`config.mk`:
```
export PLATFORM = sky130hd
export DESIGN_NAME = pattern_detector_prog
export DESIGN_NICKNAME = d
export VERILOG_FILES = /design/src/rtl/pattern_detector_prog.sv
export SDC_FILE = /design/constraint.sdc
export NUM_CORES = 1
export LEC_CHECK = 0
export CAP_MARGIN = 0
export CORE_UTILIZATION = 47
export CTS_CLUSTER_DIAMETER = 60
export DETAILED_ROUTE_END_ITERATION = 10
export PLACE_DENSITY = 0.74
export SYNTH_ARGS = -nofsm -noshare
export SYNTH_HDL_FRONTEND = slang
export SYNTH_SLANG_ARGS = --single-unit
```
`constraint.sdc`:
```
create_clock -name clk -period 8.45 [get_ports clk]
set_input_delay 1.69 -clock clk [delete_from_list [all_inputs] [get_ports clk]]
set_output_delay 1.69 -clock clk [all_outputs]
set_load 0.005 [all_outputs]
```
`src/rtl/pattern_detector_prog.sv`:
```
// Programmable serial pattern detector with a runtime-loaded pattern, length and overlap mode.
// It keeps a history of accepted symbols, flags each match for one cycle and counts matches with saturation.
module pattern_detector_prog #(
    parameter int SYM_W   = 1,
    parameter int MAX_LEN = 8,
    parameter int CNT_W   = 16,
    localparam int LEN_W  = $clog2(MAX_LEN + 1)
) (
    input  logic                     clk,
    input  logic                     reset,
    input  logic [SYM_W-1:0]         d_in,
    input  logic                     valid_in,
    input  logic                     cfg_load,
    input  logic [MAX_LEN*SYM_W-1:0] cfg_pattern,
    input  logic [LEN_W-1:0]         cfg_len,
    input  logic                     cfg_overlap,
    output logic                     pattern_flag,
    output logic [CNT_W-1:0]         match_count,
    output logic                     cfg_err
);

    // state | meaning
    // IDLE  | no valid configuration latched since reset or the last bad cfg_load
    // ARMED | valid configuration latched, matching enabled
    typedef enum logic [1:0] {
        IDLE  = 2'b01,
        ARMED = 2'b10
    } state_t;

    state_t state_q, state_d;

    logic [MAX_LEN*SYM_W-1:0] hist_q, hist_shift, pat_q;
    logic [LEN_W-1:0]         fill_q, fill_inc, len_q;
    logic                     ovl_q;
    logic                     cfg_ok, accept, pat_eq, match;

    assign cfg_ok = (cfg_len != '0) && (cfg_len <= LEN_W'(MAX_LEN));
    assign accept = valid_in && !cfg_load;

    always_ff @(posedge clk or posedge reset) begin
        if (reset) state_q <= IDLE;
        else       state_q <= state_d;
    end

    always_comb begin
        state_d = state_q;
        case (state_q)
            IDLE:    if (cfg_load && cfg_ok)  state_d = ARMED;
            ARMED:   if (cfg_load && !cfg_ok) state_d = IDLE;
            default: state_d = IDLE;
        endcase
    end

    // Newest symbol sits at slot 0, so slot i must equal pattern symbol len-1-i.
    always_comb begin
        hist_shift = {hist_q[(MAX_LEN-1)*SYM_W-1:0], d_in};
        fill_inc   = (fill_q == LEN_W'(MAX_LEN)) ? fill_q : fill_q + 1'b1;
        pat_eq     = 1'b1;
        for (int i = 0; i < MAX_LEN; i++) begin
            if (i < int'(len_q)) begin
                if (hist_shift[i*SYM_W +: SYM_W] != pat_q[(int'(len_q) - 1 - i)*SYM_W +: SYM_W])
                    pat_eq = 1'b0;
            end
        end
        match = accept && (state_q == ARMED) && (fill_inc >= len_q) && pat_eq;
    end

    always_ff @(posedge clk or posedge reset) begin
        if (reset) begin
            hist_q       <= '0;
            fill_q       <= '0;
            match_count  <= '0;
            pattern_flag <= 1'b0;
            cfg_err      <= 1'b0;
            pat_q        <= '0;
            len_q        <= '0;
            ovl_q        <= 1'b0;
        end else if (cfg_load) begin
            pat_q        <= cfg_pattern;
            len_q        <= cfg_len;
            ovl_q        <= cfg_overlap;
            cfg_err      <= !cfg_ok;
            hist_q       <= '0;
            fill_q       <= '0;
            match_count  <= '0;
            pattern_flag <= 1'b0;
        end else begin
            pattern_flag <= match;
            if (accept) begin
                hist_q <= hist_shift;
                fill_q <= (match && !ovl_q) ? '0 : fill_inc;
            end
            if (match && (match_count != {CNT_W{1'b1}}))
                match_count <= match_count + 1'b1;
        end
    end

endmodule

```
## Word-level counts from Yosys, hierarchy flattened

Index checks and enable logic that the tools add are counted.
W data, S select, Z words.

- Bits in registers: 44
- Output and inout bits: 18
- Word-level logic and storage cells: 95

- Add/sub/neg operators: 10
- Magnitude comparators: 10
- Equality and inequality tests: 14
- Shifts and indexed selects: 8
- Muxes and demuxes: 28
- Reductions and logical operators: 16

Operator list:

| kind | count |
|---|---|
| $shiftx A8 B32 Y1 | 6 |
| $mux W16 | 2 |
| $sub A5 B4 Y6 const B | 4 |
| $mux W1 | 17 |
| $add A16 B1 Y16 const B | 1 |
| $lt A3 B4 Y1 const A | 4 |
| $mux W4 | 4 |
| $ne A16 B16 Y1 const B | 1 |
| $mux W7 | 2 |
| $sub A5 B3 Y6 const B | 2 |
| $logic_and A1 B1 Y1 | 9 |
| $lt A1 B4 Y1 const A | 2 |
| $lt A2 B4 Y1 const A | 2 |
| $ne A1 B1 Y1 | 8 |
| $shiftx A8 B5 Y1 | 1 |
| $shiftx A8 B6 Y1 | 1 |
| $sub A5 B2 Y6 const B | 1 |
| $sub A4 B1 Y5 const B | 1 |
| $add A4 B1 Y4 const B | 1 |
| $eq A4 B4 Y1 const B | 1 |
| $ge A4 B4 Y1 | 1 |
| $le A4 B4 Y1 const B | 1 |
| $mux W2 | 2 |
| $ne A2 B2 Y1 const B | 2 |
| 7 further kinds | 10 |

## Depth between registers and ports, before layout

- Depth in word-level cells: 24
- Depth in mapped cells: 20

## Worst setup path after synthesis

OpenSTA, ideal clock, no wires.

- Kind: reg2reg
- Start point: register len_q[0]
- End point: register match_count[13]
- Arrival time: 4288 ps
- Slack: 4037 ps
- Stages on the path, launching flop included: 19
- Period minus slack after synthesis: 4413 ps
- Cell sequence: dfrtp_1 > buf_6 > buf_2 > inv_1 > ha_1 > clkbuf_1 > buf_2 > inv_1 > ha_1 > nor2b_1 > o21ai_0 > nand3_1 > xnor2_1 > o31ai_1 > a41oi_1 > or4_1 > buf_2 > nor4_1 > mux2_2

- Cells in the longest elaborated chain, start to end: 22
- Elaborated cells between the ends (all ways): 53

Ends and longest elaborated chain:

| element | line | source |
|---|---|---|
| from (decl) | 33 | `logic [LEN_W-1:0] fill_q, fill_inc, len_q;` |
| from (signal assigned) | 80 | `len_q <= cfg_len;` |
| branches (longest 19 deep; another with $sub A5 B2 Y6) | -- |  |
| $logic_and A1 B1 Y1 * | 65 | `match = accept && (state_q == ARMED) && (fill_inc >= len_q) && pat_eq;` |
| $logic_and A1 B1 Y1 * | 93 | `if (match && (match_count != {CNT_W{1'b1}}))` |
| $reduce_bool A2 Y1 (no line) * | -- |  |
| to (signal assigned) | 94 | `match_count <= match_count + 1'b1;` |
| to (decl) | 18 | `output logic [CNT_W-1:0] match_count,` |

Every way passes the cells marked *.
A chain may end at the register's enable or synchronous reset.

## Final worst setup path

Same ends and word-level chain as after synthesis.

==> impl_metrics.tcl <==
set metrics [dict create \
    status "completed" \
    cts_resized 0 \
    yosysWarnings 1 \
    grt_overflow_total 0 \
    min_to "cfg_err" \
    syn_area_sq_um 3210 \
    grt_usage_pct 21.5 \
    vias 2675 \
    drt_iter0_drc 249 \
    post-route-period-util_pct 67.4 \
    path_max_fanout 27 \
    clk_latency_ns 0.30 \
    synth_edf_count 0 \
    r2r_cells 14 \
    start_util_pct 49.7 \
    grt_max_degree 52 \
    post_dp_cell_area_sq_um 3580 \
    powerDensity_nw_per_um2 160 \
    synthFlopType "dfrtp_1" \
    relSlewSlack_pct 30.9 \
    ios 36 \
    rsz0062_at_grt "false" \
    synthCells 344 \
    cp.required_ns 8.64 \
    ys_seq_area_share_pct 34.3 \
    drc 0 \
    path_cells "inv_1 -> ha_1 -> xor2_1 -> inv_1 -> ha_1 -> nor2b_1 -> o21ai_0 -> nand3_1 -> xnor2_1 -> o31ai_1 -> a41oi_1 -> or4_1 -> nor4_1 -> mux2_2" \
    clkPwrFrac_pct 29.5 \
    fin_skew_ns 0.0165 \
    cpPeakStageDelay_ns 1.04 \
    hold_viol_final 0 \
    final_antenna_net_count 0 \
    path_class "flip-flop to flip-flop" \
    pwr-share-comb_pct 30.4 \
    die-area_sq_um 7170 \
    grt_pass1_vias 2521 \
    dr.pass1.iters 5 \
    period_needed_ns 5.69 \
    fillers 556 \
    holdBufCountCts 0 \
    syn-num-nets 382 \
    r2r-end "match_count[13]" \
    internal_power_mw 0.403 \
    min_path_type "flip-flop to flip-flop" \
    area.growth.synth_to_final_pct 15.3 \
    p_sw_mw 0.191 \
    clock_path_buffers 2 \
    core-area_sq_um 6460 \
    slowest_stage "dfrtp_1" \
    worstSetupEndpointType "flip-flop" \
    worstPathArrival_ns 5.88 \
    setup_viol 0 \
    synth_cell_types 51 \
    htree_levels 2 \
    avgSynthCellArea_sq_um 9.34 \
    cts_buffers 5 \
    vias_per_cell 5.96 \
    synth_seq_cells 44 \
    holdCritStartpoint "cfg_err" \
    post-dp-hpwl_mm 5.24 \
    max_freq_mhz 176 \
    wirelength_mm 7.37 \
    antenna_found_initial 0 \
    leakage_nw 1.59 \
    n_antenna_cell 0 \
    tightest_slew_ns 1.04 \
    rows 29 \
    slew_viol_final 0 \
    cts_tree "done" \
    layout-drive-gt1-share_pct 10.2 \
    r2r_setup_slack_ns 2.76 \
    cts_setup_buffers 0 \
    clk_pin_slew_ns 0.10 \
    cts_root_buf "clkbuf_8" \
    vdd_ir_drop_max_v 0.000101 \
    swShare_pct 32.2 \
    die_x_um 84.7 \
    grt_first_pass_wirelength_mm 12.1 \
    die_h_um 84.7 \
    final_area_sq_um 3710 \
    setup_tns_ns 0 \
    r2r-start "len_q[0]" \
    seqPwrFrac_pct 40.0 \
    avgRoutedWirePerCell_um 16.4 \
    critPathLaunchType "flip-flop" \
    clkSinkCount 44 \
    place.gp.congestion 0.914 \
    nets 409 \
    portBuffers 35 \
    maxCapViolCount 0 \
    whs_path_depth 1 \
    synthArstFlopShare_pct 100 \
]
==> power groups by stage <==
stage	logic [mW]	registers [mW]	clock network, mW
finish	0.181	0.238	0.175
global route	0.198	0.240	0.187
CTS	0.179	0.238	0.181
detailed placement	0.177	0.241	0
global placement	0.174	0.240	0
floorplan	0.144	0.232	0
==> logic make-up (layout without fill, tap and decap cells) <==
logic type	Yosys count	in the layout	synth area share, %
flip-flops	44	44	34.3
XOR/XNOR	15	15	4.52
buffers and inverters	35	63	4.91
adder cells (fa/ha/maj)	20	20	7.79
AND/OR/NAND/NOR	123	123	19.8
multiplexers	38	38	15.2
AO/OA/AOI/OAI	69	69	13.5
==> critical path, delay by kind of cell (launching register included) <==
family                     cells  cell delay (ns)
muxes                          1             0.37
buffers and inverters          2             0.49
and+or+nand+nor                4             1.63
DFF                            1             1.04
xor gates and xnor gates       2             0.62
AOI/OAI and AO/OA              3             0.75
adders and majority gates      2             0.67
==> area by class of cell <==
type / count / area, sq um / area share (%)
tap: 77 / 96.3 / 2.60
clock buffer: 6 / 82.6 / 2.23
sequential: 44 / 1100 / 29.7
inverter: 18 / 67.6 / 1.82
multi-input combinational: 265 / 1950 / 52.7
clock inverter: 2 / 38.8 / 1.05
timing repair buffer: 37 / 365 / 9.86
==> per-layer routing <==
layer / global-route usage, % / part of all wire [%] / up-vias / routed length [um]
met5: 0 / 0 / - / 0
li1: - / - / 1289 / -
met2: 36.3 / 50 / 62 / 3650
met4: 5.55 / 1.2 / 0 / 89
met1: 28.8 / 45 / 1316 / 3340
met3: 3.54 / 4.0 / 8 / 293
==> cells in the mapped netlist, drive strengths merged, types with 6 or more instances <==
master	count	share of area, %
a21oi	14	2.2
and3	7	1.4
buf	10	2.0
clkbuf	7	0.82
dfrtp	43	33
ha	20	7.8
inv	18	2.1
mux2	16	5.6
mux2i	15	4.7
mux4	7	4.9
nand2	27	3.2
nand3	16	2.5
nor2	24	2.8
nor2b	10	1.9
nor3	9	1.4
o21ai	25	3.9
or3	9	1.8
or4	6	1.4
xnor2	10	2.7
==> cells in the final DEF, fill, tap and decap left out, drive strengths merged, types with 2 or more instances in the layout <==
cell type	synthesis	layout
nor4	4	4
buf	10	2
a22o	3	3
a41oi	2	2
clkdlybuf4s50	0	35
xnor2	10	10
and2	2	2
dfrtp	43	43
nand2b	4	4
xor2	4	4
mux2	16	16
o21bai	2	2
or3	9	9
o211ai	4	4
nor3	9	9
and3	7	7
mux4	7	7
inv	18	17
ha	20	20
nand2	27	27
mux2i	15	15
nor2	24	24
a31oi	2	2
a21oi	14	14
a211oi	2	2
clkinv	0	2
or4	6	6
a21o	4	4
or2	2	2
o31ai	4	4
nand3	16	16
nor2b	10	10
o21ai	25	25
clkbuf	7	6
==> metrics by stage <==
stage | cells | setup slack [ns] | utilization (%) | power, mW | hold slack [ns]
finish | 449 | 2.76 | 57.4 | 0.594 | 0.521
global route | 449 | 2.35 | 57.4 | 0.625 | 0.551
CTS | 449 | 2.87 | 57.4 | 0.598 | 0.525
detailed placement | 441 | 3.04 | 55.5 | 0.419 | 0.499
global placement | 441 | 3.24 | 55.5 | 0.415 | 0.494
floorplan | 344 | 4.04 | - | 0.376 | 0.481
==> worst max path at each step <==
stage | startpoint | slack (ns) | end | cells past startpoint
after CTS | len_q[0] | 2.87 | match_count[13] | 14
after global placement | len_q[0] | 3.24 | match_count[13] | 13
after floorplan | len_q[0] | 4.04 | match_count[13] | 18
after global routing | len_q[0] | 2.35 | match_count[13] | 14
final | len_q[0] | 2.76 | match_count[13] | 14
after detailed placement | len_q[0] | 3.04 | match_count[13] | 14
==> flip-flops by register name, indices dropped and copies added, names as in the netlist <==
name,flops
match_count,16
ovl_q,1
hist_q,7
fill_q,4
state_q,2
cfg_err,1
pattern_flag,1
pat_q,8
len_q,4
Note: power is estimated with default switching activity, not from simulation.
==> RTL edit (config.mk and constraints unchanged) <==
Make the reset (`reset`) synchronous in 2 clocked blocks.
--- a/src/rtl/pattern_detector_prog.sv
+++ b/src/rtl/pattern_detector_prog.sv
@@ -37,7 +37,7 @@
     assign cfg_ok = (cfg_len != '0) && (cfg_len <= LEN_W'(MAX_LEN));
     assign accept = valid_in && !cfg_load;
 
-    always_ff @(posedge clk or posedge reset) begin
+    always_ff @(posedge clk) begin
         if (reset) state_q <= IDLE;
         else       state_q <= state_d;
     end
@@ -65,7 +65,7 @@
         match = accept && (state_q == ARMED) && (fill_inc >= len_q) && pat_eq;
     end
 
-    always_ff @(posedge clk or posedge reset) begin
+    always_ff @(posedge clk) begin
         if (reset) begin
             hist_q       <= '0;
             fill_q       <= '0;
Behaviour: differs if reset is asserted again (counterexample within 4 cycles, from zero or initial values and one cycle with reset high); with reset held inactive, the same outputs for 4 cycles.
==> RTL edit against the original RTL <==
Count of clock-buffer cells in the layout is 1 lower; total power is 16% lower; synthesized cell count is 14% higher; sequential power is 8% lower; critical path depth is 1 lower; wire length is 16% higher; clock skew is 0.0041 ns lower; critical endpoint is now match_count[9]; clock power is 25% lower; sequential cell count stayed put; via count is 17% higher; worst setup slack better by 0.73 ns; synthesized area is 7.9% higher; design area is 5.5% higher.
==> RTL edit: results (changes against the original RTL) <==
| Metric | Value |
|---|---|
| FF-to-FF End | `match_count[9] (was match_count[13])` |
| Total GRT Usage | `0.235 (was 0.215)` |
| Largest cells by area after synthesis | `dfxtp_1, mux2i_1, ha_1 (was dfrtp_1, ha_1, mux2_2)` |
| Post-synthesis adder-cell area fraction | `0.0722 (was 0.0779)` |
| Reg2Reg Setup Slack | `3.49 ns (was 2.76 ns)` |
| Depth of the worst register-to-register path | `13 (was 14)` |
| Register Area | `881 um^2 (was 1100 um^2)` |
| Metal3 WL | `406 um (was 293 um)` |
| Mapped Cells | `393 (was 344)` |
| Sequential element share of the synthesized area | `0.254 (was 0.343)` |
| GR Util met3 | `0.0320 (was 0.0354)` |
| Vias in the first global route | `2890 (was 2521)` |
| Mux contribution to synthesized area | `0.165 (was 0.152)` |
| LEAKAGE | `1.38 nW (was 1.59 nW)` |
| Headroom to the max-slew limit | `0.192 (was 0.309)` |
| DP Area | `3830 um^2 (was 3580 um^2)` |
| Worst hold path depth | `2 (was 1)` |
| Switching power total | `0.000166 W (was 0.000191 W)` |
| M1 GR Usage | `0.334 (was 0.288)` |
| Part of the power in registers | `0.443 (was 0.400)` |
| Placer Congestion | `0.932 (was 0.914)` |
| Avg Vias per Cell | `6.10 (was 5.96)` |
| Synth async-reset ratio | `0 (was 1.00)` |
| Main synth FF type | `dfxtp_1 (was dfrtp_1)` |
| Share of cells above drive strength 1 | `0.0940 (was 0.102)` |
| HPWL reported at the end of detailed placement | `6150 um (was 5240 um)` |
| Xor/xnor share of the synthesized area | `0.0325 (was 0.0452)` |
| Crit path DAT | `5.20 ns (was 5.88 ns)` |
| Worst hold endpoint | `cfg_err (unchanged)` |
| Run status | `complete, no violations (unchanged)` |
| Max Clock Skew | `0.0124 ns (was 0.0165 ns)` |
| NumNets Final | `453 (was 409)` |
| Grt met2 use | `0.370 (was 0.363)` |
-- RTL edit: cell count changes in the layout (fill, tap and decap cells not counted), moves of 8 or more --
cell and delta:
dfxtp_1 +44, dfrtp_1 -43, mux2i_1 +24, o21ai_0 -17
nor2_1 +12, mux2_2 -11, nand2b_1 +9, nor2b_1 -8
-- RTL edit: layout make-up --
type	instances	share of cell area
Tap cell	96	0.0307
Clock inverter	2	0.00320
Inverter	19	0.0182
Multi-Input combinational cell	306	0.608
Timing Repair Buffer	39	0.0973
Clock buffer	5	0.0176
Sequential cell	44	0.225
-- RTL edit: critical path: stages (launching register included) --
cell	delay [ns]
dfxtp_1	0.62
inv_1	0.30
ha_1	0.40
xor2_2	0.45
inv_2	0.20
ha_1	0.25
or4b_4	0.48
a21oi_2	0.19
nor3_1	0.07
or4b_4	0.52
a2bb2oi_1	0.24
nand4b_1	0.45
or4_1	0.56
a21oi_1	0.14
